==> config.mk <==
export PLATFORM = sky130hd
export DESIGN_NAME = boolean_sweep_ctrl
export DESIGN_NICKNAME = d
export VERILOG_FILES = /design/src/rtl/boolean_sweep_pkg.sv /design/src/rtl/boolean_sweep_ctrl.sv
export SDC_FILE = /design/constraint.sdc
export NUM_CORES = 1
export LEC_CHECK = 0
export CELL_PAD_IN_SITES_DETAIL_PLACEMENT = 0
export CELL_PAD_IN_SITES_GLOBAL_PLACEMENT = 1
export CORE_AREA = 2 2 93 95
export CTS_CLUSTER_DIAMETER = 120
export DETAILED_ROUTE_END_ITERATION = 12
export DIE_AREA = 0 0 95 97
export GPL_TIMING_DRIVEN = 0
export PLACE_DENSITY_LB_ADDON = 0.1
export SYNTH_ARGS = -nofsm -noshare
export SYNTH_HDL_FRONTEND = slang
export SYNTH_SLANG_ARGS = --single-unit
==> constraint.sdc <==
create_clock -name clk -period 1.9 [get_ports clk]
set_clock_uncertainty 0.2 [all_clocks]
set_input_delay 0.38 -clock clk [delete_from_list [all_inputs] [get_ports clk]]
set_output_delay 0.38 -clock clk [all_outputs]
set_load 0.01 [all_outputs]
==> src/rtl/boolean_sweep_pkg.sv <==
// Shared types and constants for the boolean sweep BIST controller.
package boolean_sweep_pkg;

    localparam int unsigned VEC_W            = 4;
    localparam int unsigned NUM_VEC          = 16;
    localparam int unsigned ERR_W            = 5;
    localparam logic [15:0] DEFAULT_EXPECTED = 16'hA5A5;

    typedef enum logic [1:0] {
        ST_IDLE   = 2'd0,
        ST_SETTLE = 2'd1,
        ST_SAMPLE = 2'd2,
        ST_DONE   = 2'd3
    } sweep_state_t;

endpackage

==> src/rtl/boolean_sweep_ctrl.sv <==
// Self-checking sweep controller for a 4-input combinational function block.
// Drives vectors 0..15, waits SETTLE_CYCLES per vector, samples f_i into a
// truth table and compares it against EXPECTED.
// Optional macro BOOLEAN_SWEEP_FAIL_CAPTURE_EN adds first-failing-vector capture.
module boolean_sweep_ctrl
    import boolean_sweep_pkg::*;
#(
    parameter int unsigned SETTLE_CYCLES = 1,
    parameter logic [15:0] EXPECTED      = DEFAULT_EXPECTED
) (
    input  logic             clk,
    input  logic             rst_n,
    input  logic             start,
    input  logic             abort,
    output logic [VEC_W-1:0] vec_o,
    input  logic             f_i,
    output logic             busy,
    output logic             done,
    output logic             pass,
    output logic [15:0]      captured,
`ifdef BOOLEAN_SWEEP_FAIL_CAPTURE_EN
    output logic [VEC_W-1:0] first_fail_vec,
    output logic             first_fail_valid,
`endif
    output logic [ERR_W-1:0] err_count
);

    localparam logic [3:0]       LP_SETTLE   = SETTLE_CYCLES[3:0];
    localparam logic [VEC_W-1:0] LP_LAST_IDX = VEC_W'(NUM_VEC - 1);

    sweep_state_t     r_state, w_state_nxt;
    logic [VEC_W-1:0] r_idx, w_idx_nxt;
    logic [3:0]       r_cnt, w_cnt_nxt;
    logic [15:0]      r_captured, w_captured_nxt;
    logic [ERR_W-1:0] r_err, w_err_nxt;
    logic             r_pass, w_pass_nxt;
    logic [VEC_W-1:0] r_vec, w_vec_nxt;
    logic             r_busy, w_busy_nxt;
    logic             r_done, w_done_nxt;
`ifdef BOOLEAN_SWEEP_FAIL_CAPTURE_EN
    logic [VEC_W-1:0] r_ff_vec, w_ff_vec_nxt;
    logic             r_ff_valid, w_ff_valid_nxt;
`endif

    // Next-state, datapath and registered-output decode for the sweep FSM.
    always_comb begin
        w_state_nxt    = r_state;
        w_idx_nxt      = r_idx;
        w_cnt_nxt      = r_cnt;
        w_captured_nxt = r_captured;
        w_err_nxt      = r_err;
        w_pass_nxt     = r_pass;
`ifdef BOOLEAN_SWEEP_FAIL_CAPTURE_EN
        w_ff_vec_nxt   = r_ff_vec;
        w_ff_valid_nxt = r_ff_valid;
`endif
        unique case (r_state)
            ST_IDLE: begin
                if (start && !abort) begin
                    w_state_nxt    = ST_SETTLE;
                    w_idx_nxt      = '0;
                    w_cnt_nxt      = LP_SETTLE;
                    w_captured_nxt = '0;
                    w_err_nxt      = '0;
                    w_pass_nxt     = 1'b0;
`ifdef BOOLEAN_SWEEP_FAIL_CAPTURE_EN
                    w_ff_vec_nxt   = '0;
                    w_ff_valid_nxt = 1'b0;
`endif
                end
            end
            ST_SETTLE: begin
                if (abort) begin
                    w_state_nxt = ST_IDLE;
                end else if (r_cnt <= 4'd1) begin
                    w_state_nxt = ST_SAMPLE;
                end else begin
                    w_cnt_nxt = r_cnt - 4'd1;
                end
            end
            ST_SAMPLE: begin
                if (abort) begin
                    w_state_nxt = ST_IDLE;
                end else begin
                    w_captured_nxt[r_idx] = f_i;
                    if (f_i != EXPECTED[r_idx]) begin
                        w_err_nxt = r_err + ERR_W'(1);
`ifdef BOOLEAN_SWEEP_FAIL_CAPTURE_EN
                        if (!r_ff_valid) begin
                            w_ff_vec_nxt   = r_idx;
                            w_ff_valid_nxt = 1'b1;
                        end
`endif
                    end
                    if (r_idx == LP_LAST_IDX) begin
                        // Forward the final count so pass is valid alongside done.
                        w_state_nxt = ST_DONE;
                        w_pass_nxt  = (w_err_nxt == '0);
                    end else begin
                        w_state_nxt = ST_SETTLE;
                        w_idx_nxt   = r_idx + VEC_W'(1);
                        w_cnt_nxt   = LP_SETTLE;
                    end
                end
            end
            ST_DONE: begin
                w_state_nxt = ST_IDLE;
            end
            default: begin
                w_state_nxt = ST_IDLE;
            end
        endcase

        // Outputs are decoded from the next state so they land on registers.
        w_busy_nxt = (w_state_nxt == ST_SETTLE) || (w_state_nxt == ST_SAMPLE);
        w_done_nxt = (w_state_nxt == ST_DONE);
        w_vec_nxt  = w_busy_nxt ? w_idx_nxt : '0;
    end

    // State and output registers with synchronous active-low reset.
    always_ff @(posedge clk) begin
        if (!rst_n) begin
            r_state    <= ST_IDLE;
            r_idx      <= '0;
            r_cnt      <= '0;
            r_captured <= '0;
            r_err      <= '0;
            r_pass     <= 1'b0;
            r_vec      <= '0;
            r_busy     <= 1'b0;
            r_done     <= 1'b0;
`ifdef BOOLEAN_SWEEP_FAIL_CAPTURE_EN
            r_ff_vec   <= '0;
            r_ff_valid <= 1'b0;
`endif
        end else begin
            r_state    <= w_state_nxt;
            r_idx      <= w_idx_nxt;
            r_cnt      <= w_cnt_nxt;
            r_captured <= w_captured_nxt;
            r_err      <= w_err_nxt;
            r_pass     <= w_pass_nxt;
            r_vec      <= w_vec_nxt;
            r_busy     <= w_busy_nxt;
            r_done     <= w_done_nxt;
`ifdef BOOLEAN_SWEEP_FAIL_CAPTURE_EN
            r_ff_vec   <= w_ff_vec_nxt;
            r_ff_valid <= w_ff_valid_nxt;
`endif
        end
    end

    assign vec_o     = r_vec;
    assign busy      = r_busy;
    assign done      = r_done;
    assign pass      = r_pass;
    assign captured  = r_captured;
    assign err_count = r_err;
`ifdef BOOLEAN_SWEEP_FAIL_CAPTURE_EN
    assign first_fail_vec   = r_ff_vec;
    assign first_fail_valid = r_ff_valid;
`endif

endmodule

Yosys cells after proc, flatten, opt, wreduce, memory -nomap -nowiden:

Memories as Yosys holds them, arrays and structs flattened. A register that Yosys moved wholly into a read port is not among the register bits.
Cells that the tools add are included.

* flip-flop bits (word level): 38
* logic and storage cells: 76
* bits in read-only memories: 16
* output and inout bits: 28
* input bits: 5
* memories kept: 1

* eq/ne operators: 14
* reduce and logical (&&, ||, !) cells: 12
* $add $sub $neg: 3
* order comparisons: 3
* muxes and demuxes: 34

Memories
* (no name shown): words 16, bits a word 1, read ports 1, clocked after memory_dff 1, wr ports 0, RTL line boolean_sweep_ctrl.sv:86 `if (f_i != EXPECTED[r_idx]) begin`

Operators with widths (count)
* $mux W4: 9
* $mux W16: 2
* $pmux W16 S2: 1
* $mux W5: 5
* $bwmux W16: 1
* $ne A2 B2 Y1 const B: 6
* $pmux W4 S3: 1
* $mux W2: 5
* $pmux W5 S2: 1
* $eq A2 B2 Y1 const B: 4
* $pmux W2 S4: 1
* $pmux W4 S2: 1
* $reduce_and A6 Y1: 1
* $add A5 B1 Y5 const B: 1
* $logic_not A5 Y1: 1
* $lt A4 B5 Y1 const B: 1
* $mux W1: 5
* $add A4 B1 Y4 const B: 1
* $demux W1 S4: 1
* $eq A2 B1 Y1 const B: 2
* $eq A4 B4 Y1 const B: 1
* $ge A4 B1 Y1 const B: 1
* $le A4 B1 Y1 const B: 1
* $reduce_and A4 Y1: 1
* 11 further kinds: 12

Logic depth before layout (Yosys ltp):

Gate-level depths: netlist (run 1).

* depth after elaboration: 10
* depth in mapped cells: 10
* gate-level depth less buffers: 10

Worst setup path after synthesis (run 1):

OpenSTA, ideal clock, no wires.

* path kind: reg2reg
* start: reg r_cnt[0]
* end: reg r_cnt[3]
* arrival: 1.797 ns
* path buffers: 0
* setup slack: -0.213 ns
* stages on the path, launching flop included: 8
* clock period less this slack: 2.113 ns
* setup time: 0.116 ns
* required time: 1.584 ns
* path through: dfxtp_1 > inv_1 > ha_1 > or2_2 > a311o_1 > a21oi_2 > a211oi_1 > a31o_2

* word-level cells in the longest chain between the ends: 4
* elaborated cells on any way between the ends: 7
* classes of those cells: 1 x add/sub; 1 x order compare; 1 x eq/ne; 3 x mux; 1 x reduce/logical

RTL lines
* from (decl): RTL line boolean_sweep_ctrl.sv:33 `logic [3:0] r_cnt, w_cnt_nxt;`
* from (signal assigned): RTL line boolean_sweep_ctrl.sv:139 `r_cnt <= w_cnt_nxt;`
* $sub A4 B1 Y4: RTL line boolean_sweep_ctrl.sv:78 `w_cnt_nxt = r_cnt - 4'd1;`
* $mux W4: RTL line boolean_sweep_ctrl.sv:75 `end else if (r_cnt <= 4'd1) begin`
* $mux W4: RTL line boolean_sweep_ctrl.sv:73 `if (abort) begin`
* $pmux W4 S3: RTL line boolean_sweep_ctrl.sv:57 `unique case (r_state)`

Parallel ways exist; a longest one is shown, timed or not. The select of a mux whose other input is x is not followed.
A chain may end at the register's enable or synchronous reset.

Final worst setup path (run 1):

* start: reg r_cnt[1]
* end: reg r_vec[0] (netlist: vec_o[0])

* word-level cells in the longest chain between the ends: 7
* elaborated cells on any way between the ends: 8
* classes of those cells: 1 x order compare; 2 x eq/ne; 3 x mux; 2 x reduce/logical

RTL lines
* $le A4 B1 Y1 *: RTL line boolean_sweep_ctrl.sv:75
* $mux W2 *: RTL line boolean_sweep_ctrl.sv:75
* $mux W2 *: RTL line boolean_sweep_ctrl.sv:73
* $pmux W2 S4 *: RTL line boolean_sweep_ctrl.sv:57
* via w_state_nxt[0]: RTL line boolean_sweep_ctrl.sv:31 `sweep_state_t r_state, w_state_nxt;`
* $eq A2 B1 Y1 / $eq A2 B2 Y1 (equally long branches): RTL line boolean_sweep_ctrl.sv:115 `w_busy_nxt = (w_state_nxt == ST_SETTLE) || (w_state_nxt == ST_SAMPLE);`
* $logic_or A1 B1 Y1 *: RTL line boolean_sweep_ctrl.sv:115
* via w_busy_nxt: RTL line boolean_sweep_ctrl.sv:38 `logic r_busy, w_busy_nxt;`
* $reduce_and A2 Y1 (no line) *
* to (signal assigned): RTL line boolean_sweep_ctrl.sv:143 `r_vec <= w_vec_nxt;`
* to (decl): RTL line boolean_sweep_ctrl.sv:37 `logic [VEC_W-1:0] r_vec, w_vec_nxt;`

Mark *: on every way through the listed nets, which the timed path passes. The rest lies on a longest branch.

==> summary.log, run 1 <==
[timing] Finish-stage setup viols 2
[detailed_routing] WL per Instance 13.7 um
[final_layout] number of nets in the layout 294
[setup_path] Arr. time, crit path 1.95 ns
[timing] share of the clock period used by the worst path 103%
[floorplan] die footprint 9220 um^2
[floorplan] number of core rows 33
[detailed_routing] number of nets still failing antenna checks after routing 0
[setup_path] critical path cell sequence inv_2 > ha_2 > or2_4 > buf_4 > nand2_4 > a21oi_4 > nor2_2 > ha_4 > nand2_4 > inv_2 > and2_4
[place] weighted congestion reported at the end of routability-driven placement 0.705
[place] Post-Place Cell Area 2310 um^2
[power_and_ir_drop] static leakage power 0.972 nW
[clocking] CTS buffer count 5
[timing] post-layout minimum cycle time 1.97 ns
[detailed_routing] DRC Markers 0
[clocking] H-tree depth reported by CTS 2
[place] detailed placer's ending HPWL 3670 um
[outcome] result of the run finished, violations left
[logic_synthesis] net count of the mapped netlist 245
[logic_synthesis] warnings from Yosys 0
[timing] min setup slack post-route -0.0653 ns
[floorplan] initial standard-cell utilization of the core 22.8%
[logic_synthesis] mean instance size in the synthesized netlist 8.00 um^2
[setup_path] data required time of the critical path 1.89 ns
[clocking] # hold bufs at CTS 0
[logic_synthesis] synthesized netlist cell count 232
[final_layout] final cell area excluding filler cells 2680 um^2
[clocking] sinks on the clock net 39
[grt] number of global-route vias before repair 1702
[setup_path] category of the critical setup timing path register to register
[timing] count of endpoints failing hold in the final timing report 0
[place] input/output buffers 31
[clocking] clk buf depth 2
[logic_synthesis] part of the Yosys area used for sequential elements 42.0%
[final_layout] share of post-route cells with drive strength above 1 27.4%
[power_and_ir_drop] overall power of the completed layout 1.60 mW
[setup_path] sort of element at the end of the critical path register
[setup_path] reg-to-reg setup timing slack -0.07 ns
[floorplan] number of top-level pins 33
[floorplan] horizontal die dimension 95 um
[logic_synthesis] FF+latch count, synth 39
[clocking] CTS tree done
[final_layout] area delta synth->final 44.4%
[clocking] root buffer selected by CTS clkbuf_8
[timing] worst-case headroom to the max-slew limit 71.1%
[detailed_routing] DRT Wirelength 5280 um
[clocking] clock transition time at the flip-flop clock pins of the worst setup and hold paths 0.07 ns
[hold_path] hold crit path type input port to register
[detailed_routing] Via density 4.49
[setup_path] largest fanout on the critical path 3
[timing] fmax 0.509 GHz
[setup_path] Worst path max stage delay 0.34 ns
[grt] global-route wire length before repair 8860 um
[detailed_routing] starting DRC count in detailed routing 85
[timing] setup repair after global routing missed its margin yes
[final_layout] number of filler cells placed in the layout 880
[run] Max-cap violations 0
[grt] antenna violations before repair 0
[grt] largest net degree at the start of global routing 12
[logic_synthesis] total standard cell area after synthesis 1860 um^2
[setup_path] slowest library cell on the worst path dfxtp_2
[floorplan] area of the core region 8130 um^2
[floorplan] die height 97 um
[power_and_ir_drop] Pwr Density 598 nW/um^2
[timing] Worst Tran Pin Value 0.433 ns
[setup_path] crit start category register
[final_layout] antenna fix cells 0
[grt] global routing usage summed across all routing layers 12.4%
[outcome] violations in the final reports negative setup slack
[clocking] clock latency at the later pin of the worst-skew pair 0.28 ns
[timing] max-slew violation count 0
[logic_synthesis] count of cell types in the netlist 38
[grt] remaining global-route overflow 0
[detailed_routing] routed vias 1734
[power_and_ir_drop] Worst VDD drop 0.291 mV
[detailed_routing] Initial DRT Pass Iterations 4
critical path: cells and delay by family (launching register included):
kind	cells	cell delay, ns
buffers and inverters	3	0.23
DFF	1	0.34
and+or+nand+nor	5	0.66
adders and majority gates	2	0.38
AOI/OAI and AO/OA	1	0.06
logic make-up after synthesis:
group	Yosys count	synth area share, %
buffers and inverters	22	4.72
AND/OR/NAND/NOR	85	22.4
XOR/XNOR	6	3.23
multiplexers	1	0.539
adder cells (fa/ha/maj)	8	5.39
AO/OA/AOI/OAI	71	21.7
flip-flops	39	42.0
final cells by class:
cell class                 count  area [um^2]  area share (%)
inverter                       7         30.0            1.12
sequential                    39          800            29.8
multi-input combinational    171         1160            43.4
buffer                        15         82.6            3.08
tap                          105          131            4.90
clock inverter                 1         5.00           0.187
clock buffer                   6         82.6            3.08
timing repair buffer          42          387            14.4
cells in the final DEF (no fill, tap or decap), drive strengths merged, types with 2 or more instances in the layout:
cell           count
a211oi             2
nand2b             2
nor2              23
a31oi              5
nor3               4
nand4              2
inv                6
clkinv             2
a22oi              3
or4b               2
buf               16
nor2b              5
a32oi              2
clkdlybuf4s50     29
ha                 8
a21oi             36
and2               5
clkbuf            17
xnor2              5
and3               5
nand2             28
nand3              4
dfxtp             39
o21ai             18
cell usage after synthesis:
library cell,instances,area [um^2]
a211oi_1,2,15.0
a21oi_1,35,175
a21oi_2,1,8.76
a22oi_1,3,22.5
a311o_1,1,10.0
a31o_2,1,8.76
a31oi_1,5,31.3
a32oi_1,2,17.5
and2_1,5,31.3
and3_1,3,18.8
and3_2,2,15.0
and4b_1,1,10.0
buf_1,1,3.75
buf_2,4,20.0
clkbuf_1,10,37.5
clkinv_1,1,3.75
dfxtp_1,39,781
ha_1,8,100
inv_1,6,22.5
mux2i_1,1,10.0
nand2_1,28,105
nand2b_1,2,12.5
nand3_1,4,20.0
nand3b_1,1,7.51
nand4_1,2,12.5
nor2_1,23,86.3
nor2b_1,5,31.3
nor3_1,4,20.0
nor3b_2,1,12.5
o21a_1,1,7.51
o21ai_0,18,90.1
o21bai_1,1,7.51
o221ai_1,1,8.76
or2_2,1,6.26
or3_1,1,6.26
or4b_1,2,20.0
xnor2_1,5,43.8
xor2_2,1,16.3
path summary, 6_finish.rpt:
kind,cells past startpoint,end,from
max reg2reg,11,vec_o[0]$_SDFF_PN0_,r_cnt[1]$_SDFFE_PN0P_
min reg2reg,2,captured[8]$_SDFFE_PN0P_,captured[8]$_SDFFE_PN0P_
min,3,captured[15]$_SDFFE_PN0P_,f_i
max,11,vec_o[0]$_SDFF_PN0_,r_cnt[1]$_SDFFE_PN0P_
timing repair:
item                                    in CTS  in global routing
resized for setup                           33                 44
hold endpoints to repair                     0                  0
endpoints found under the setup margin      34                 25
pin swaps                                    2                  8
setup buffers                                4                  7
where the power goes:
group          total [mW]  internal [mW]  leakage [nW]  switching [mW]
sequential          0.836          0.826         0.319          0.0102
combinational       0.191         0.0856         0.605           0.105
clock               0.578          0.285        0.0470           0.293
per-layer routing:
metal  up-vias  GRT usage (%)  wire length, um
met2        30           19.3             2400
li1        898              -                -
met3         2           2.73              202
met5         -              0                0
met1       804           17.2             2650
met4         0           3.34               33
state kept, by name (all words and copies together), names as in the netlist, named ones only:
signal,cells
busy,1
captured,16
done,1
err_count,5
pass,1
r_cnt,4
r_idx,4
r_state,2
vec_o,4
metrics by stage:
step,setup WS [ns],hold slack [ns],setup TNS [ns],cells,utilization [%]
6_report,-0.0653,0.249,-0.120,386,33.0
5_1_grt,-0.142,0.254,-0.543,386,33.0
4_1_cts,-0.0379,0.279,-0.119,379,31.0
3_5_place_dp,-0.739,0.265,-12.77,368,28.3
3_3_place_gp,-0.760,0.260,-13.95,368,28.3
2_1_floorplan,0.00175,0.242,0,232,-
(Power assumes the default switching activity.)
==> inputs of run 2 (changes only) <==
PLACE_DENSITY = 0.57   (was not set)
PLACE_DENSITY_LB_ADDON = not set   (was 0.1)
==> summary.log, run 2 (synthesized netlist as in run 1, its figures left out) <==
[hold_path] Hold Path Cell Cnt 2 [was 3]
[setup_path] Arr. time, crit path 1.96 ns [was 1.95 ns]
[clocking] sinks on the clock net 39 [unchanged]
[timing] share of the clock period used by the worst path 103% [about the same]
[timing] worst-case headroom to the max-slew limit 64.5% [was 71.1%]
[clocking] CTS tree done [unchanged]
[final_layout] antenna fix cells 0 [unchanged]
[run] Max-cap violations 0 [unchanged]
[timing] min setup slack post-route -0.0658 ns [was -0.0653 ns]
[grt] number of global-route vias before repair 1684 [was 1702]
[outcome] result of the run finished, violations left [unchanged]
[detailed_routing] starting DRC count in detailed routing 53 [was 85]
[grt] global routing usage summed across all routing layers 11.7% [was 12.4%]
[setup_path] Worst path max stage delay 0.38 ns [was 0.34 ns]
[final_layout] footprint of the multi-input gates 1130 um^2 [was 1160 um^2]
[power_and_ir_drop] Pwr Density 592 nW/um^2 [was 598 nW/um^2]
[final_layout] commonest cells after routing, fill and taps aside 30 x a21oi_1, 30 x dfxtp_1, 28 x clkdlybuf4s50_1 [was 31 x a21oi_1, 30 x dfxtp_1, 29 x clkdlybuf4s50_1]
[setup_path] sort of element at the end of the critical path register [unchanged]
[floorplan] die footprint 9220 um^2 [unchanged]
[setup_path] crit start category register [unchanged]
[setup_path] Register-to-Register Path Depth 7 [was 11]
[setup_path] Crit Reg-Reg Startpoint r_cnt[0]$_SDFFE_PN0P_ [was r_cnt[1]$_SDFFE_PN0P_]
[final_layout] flip-flop count of the largest register, all copies and words added 16 [unchanged]
[final_layout] share of post-route cells with drive strength above 1 25.4% [was 27.4%]
[setup_path] critical path cell sequence inv_4 > ha_4 > or2_4 > a311o_1 > a21oi_4 > a211oi_1 > a31o_2 [was inv_2 > ha_2 > or2_4 > buf_4 > nand2_4 > a21oi_4 > nor2_2 > ha_4 > nand2_4 > inv_2 > and2_4]
[power_and_ir_drop] Worst VDD drop 0.221 mV [was 0.291 mV]
[setup_path] category of the critical setup timing path register to register [unchanged]
[floorplan] number of top-level pins 33 [unchanged]
[setup_path] data required time of the critical path 1.89 ns [about the same]
[setup_path] Top Family by Delay on Critical Path compound AO/OA/AOI/OAI gates [was simple AND/OR/NAND/NOR gates]
[final_layout] number of nets in the layout 292 [was 294]
[timing] setup repair after global routing missed its margin yes [unchanged]
[timing] max-slew violation count 0 [unchanged]
[detailed_routing] Initial DRT Pass Iterations 4 [unchanged]
[timing] post-layout minimum cycle time 1.97 ns [about the same]
[place] Post-Place Cell Area 2310 um^2 [unchanged]
[setup_path] reg-to-reg setup timing slack -0.07 ns [about the same]
[timing] TNS Setup -0.0658 ns [was -0.120 ns]
[setup_path] Crit. path cell count 7 [was 11]
[place] input/output buffers 31 [unchanged]
[final_layout] area delta synth->final 41.6% [was 44.4%]
[detailed_routing] DRT Wirelength 5110 um [was 5280 um]
[clocking] CTS buffer count 5 [unchanged]
[final_layout] final cell area excluding filler cells 2630 um^2 [was 2680 um^2]
[floorplan] number of core rows 33 [unchanged]
[final_layout] Reg area 802 um^2 [was 800 um^2]
[timing] Worst Tran Pin Value 0.533 ns [was 0.433 ns]
[setup_path] largest fanout on the critical path 6 [was 3]
[detailed_routing] Via density 4.55 [was 4.49]
[timing] count of endpoints failing hold in the final timing report 0 [unchanged]
[grt] antenna violations before repair 0 [unchanged]
[place] detailed placer's ending HPWL 3500 um [was 3670 um]
[detailed_routing] routed vias 1750 [was 1734]
[detailed_routing] DRC Markers 0 [unchanged]
[hold_path] Hold Startpoint rst_n [was f_i]
[clocking] # hold bufs at CTS 0 [unchanged]
[detailed_routing] number of nets still failing antenna checks after routing 0 [unchanged]
[final_layout] fraction of the core area covered by cells at the end of the flow 32.3% [was 33.0%]
[setup_path] Buffers & Inverters on Critical Path 1 [was 3]
[detailed_routing] WL per Instance 13.3 um [was 13.7 um]
[grt] remaining global-route overflow 0 [unchanged]
[floorplan] initial standard-cell utilization of the core 22.8% [unchanged]
[grt] global-route wire length before repair 8510 um [was 8860 um]
[clocking] root buffer selected by CTS clkbuf_8 [unchanged]
[outcome] violations in the final reports negative setup slack [unchanged]
[floorplan] die height 97 um [unchanged]
[final_layout] number of filler cells placed in the layout 874 [was 880]
[floorplan] horizontal die dimension 95 um [unchanged]
[power_and_ir_drop] overall power of the completed layout 1.56 mW [was 1.60 mW]
[floorplan] area of the core region 8130 um^2 [unchanged]
[place] weighted congestion reported at the end of routability-driven placement 0.767 [was 0.705]
[timing] fmax 0.509 GHz [about the same]
[clocking] clock latency at the later pin of the worst-skew pair 0.29 ns [was 0.28 ns]
[clocking] clk buf depth 2 [unchanged]
[hold_path] hold crit path type input port to register [unchanged]
[clocking] clock transition time at the flip-flop clock pins of the worst setup and hold paths 0.08 ns [was 0.07 ns]
[timing] Finish-stage setup viols 1 [was 2]
[setup_path] slowest library cell on the worst path dfxtp_4 [was dfxtp_2]
[setup_path] worst r2r dst r_cnt[3]$_SDFFE_PN0P_ [was vec_o[0]$_SDFF_PN0_]
[grt] largest net degree at the start of global routing 12 [unchanged]
[power_and_ir_drop] static leakage power 0.946 nW [was 0.972 nW]
[clocking] H-tree depth reported by CTS 2 [unchanged]
-- run 2: area by class of cell --
class | count | area share (%)
clock buffer | 7 | 2.90
sequential | 39 | 30.5
timing repair buffer | 42 | 14.8
buffer | 13 | 2.47
inverter | 7 | 1.24
tap | 105 | 5.00
multi-input combinational | 171 | 42.9
clock inverter | 1 | 0.190
-- run 2: timing repair --
item                                    CTS  global route
setup buffers                             5             6
pin swaps                                 2            10
endpoints found under the setup margin   34            32
resized for setup                        32            33
-- run 2: how the worst max path moves through the flow --
| stage | startpoint | to | slack (ns) |
|---|---|---|---|
| floorplan | r_cnt[0]$_SDFFE_PN0P_ | r_cnt[3]$_SDFFE_PN0P_ | 0.002 |
| global placement | f_i | pass$_SDFFE_PN0P_ | -0.79 |
| detailed placement | f_i | pass$_SDFFE_PN0P_ | -0.79 |
| CTS | register | pass$_SDFFE_PN0P_ | -0.06 |
| global route | r_cnt[0]$_SDFFE_PN0P_ | r_cnt[3]$_SDFFE_PN0P_ | -0.12 |
| finish | r_cnt[0]$_SDFFE_PN0P_ | r_cnt[3]$_SDFFE_PN0P_ | -0.07 |
-- run 2: metal layers --
| layer | part of all wire, % | track usage (%) | vias to the layer above |
|---|---|---|---|
| li1 | - | - | 904 |
| met1 | 48 | 16.0 | 809 |
| met2 | 47 | 18.2 | 32 |
| met3 | 4.2 | 3.12 | 5 |
| met4 | 1.1 | 3.01 | 0 |
| met5 | 0 | 0 | - |
-- run 2: report_power, final --
part           total (mW)  switching (mW)  leakage (nW)  internal, mW
clock               0.548           0.290        0.0422         0.258
sequential          0.837          0.0127         0.319         0.825
combinational       0.172          0.0970         0.584        0.0755
-- run 2: worst register-to-register path, cell delays in order (launching register included) --
cell      delay, ns
dfxtp_4        0.38
inv_4          0.04
ha_4           0.15
or2_4          0.24
a311o_1        0.32
a21oi_4        0.21
a211oi_1       0.10
a31o_2         0.22
-- run 2: metrics by stage --
stage / instances / setup WS [ns] / hold WS [ns]
floorplan: 232 / 0.00175 / 0.242
global placement: 368 / -0.791 / 0.260
detailed placement: 368 / -0.785 / 0.265
CTS: 381 / -0.0630 / 0.279
global route: 385 / -0.123 / 0.268
finish: 385 / -0.0658 / 0.249
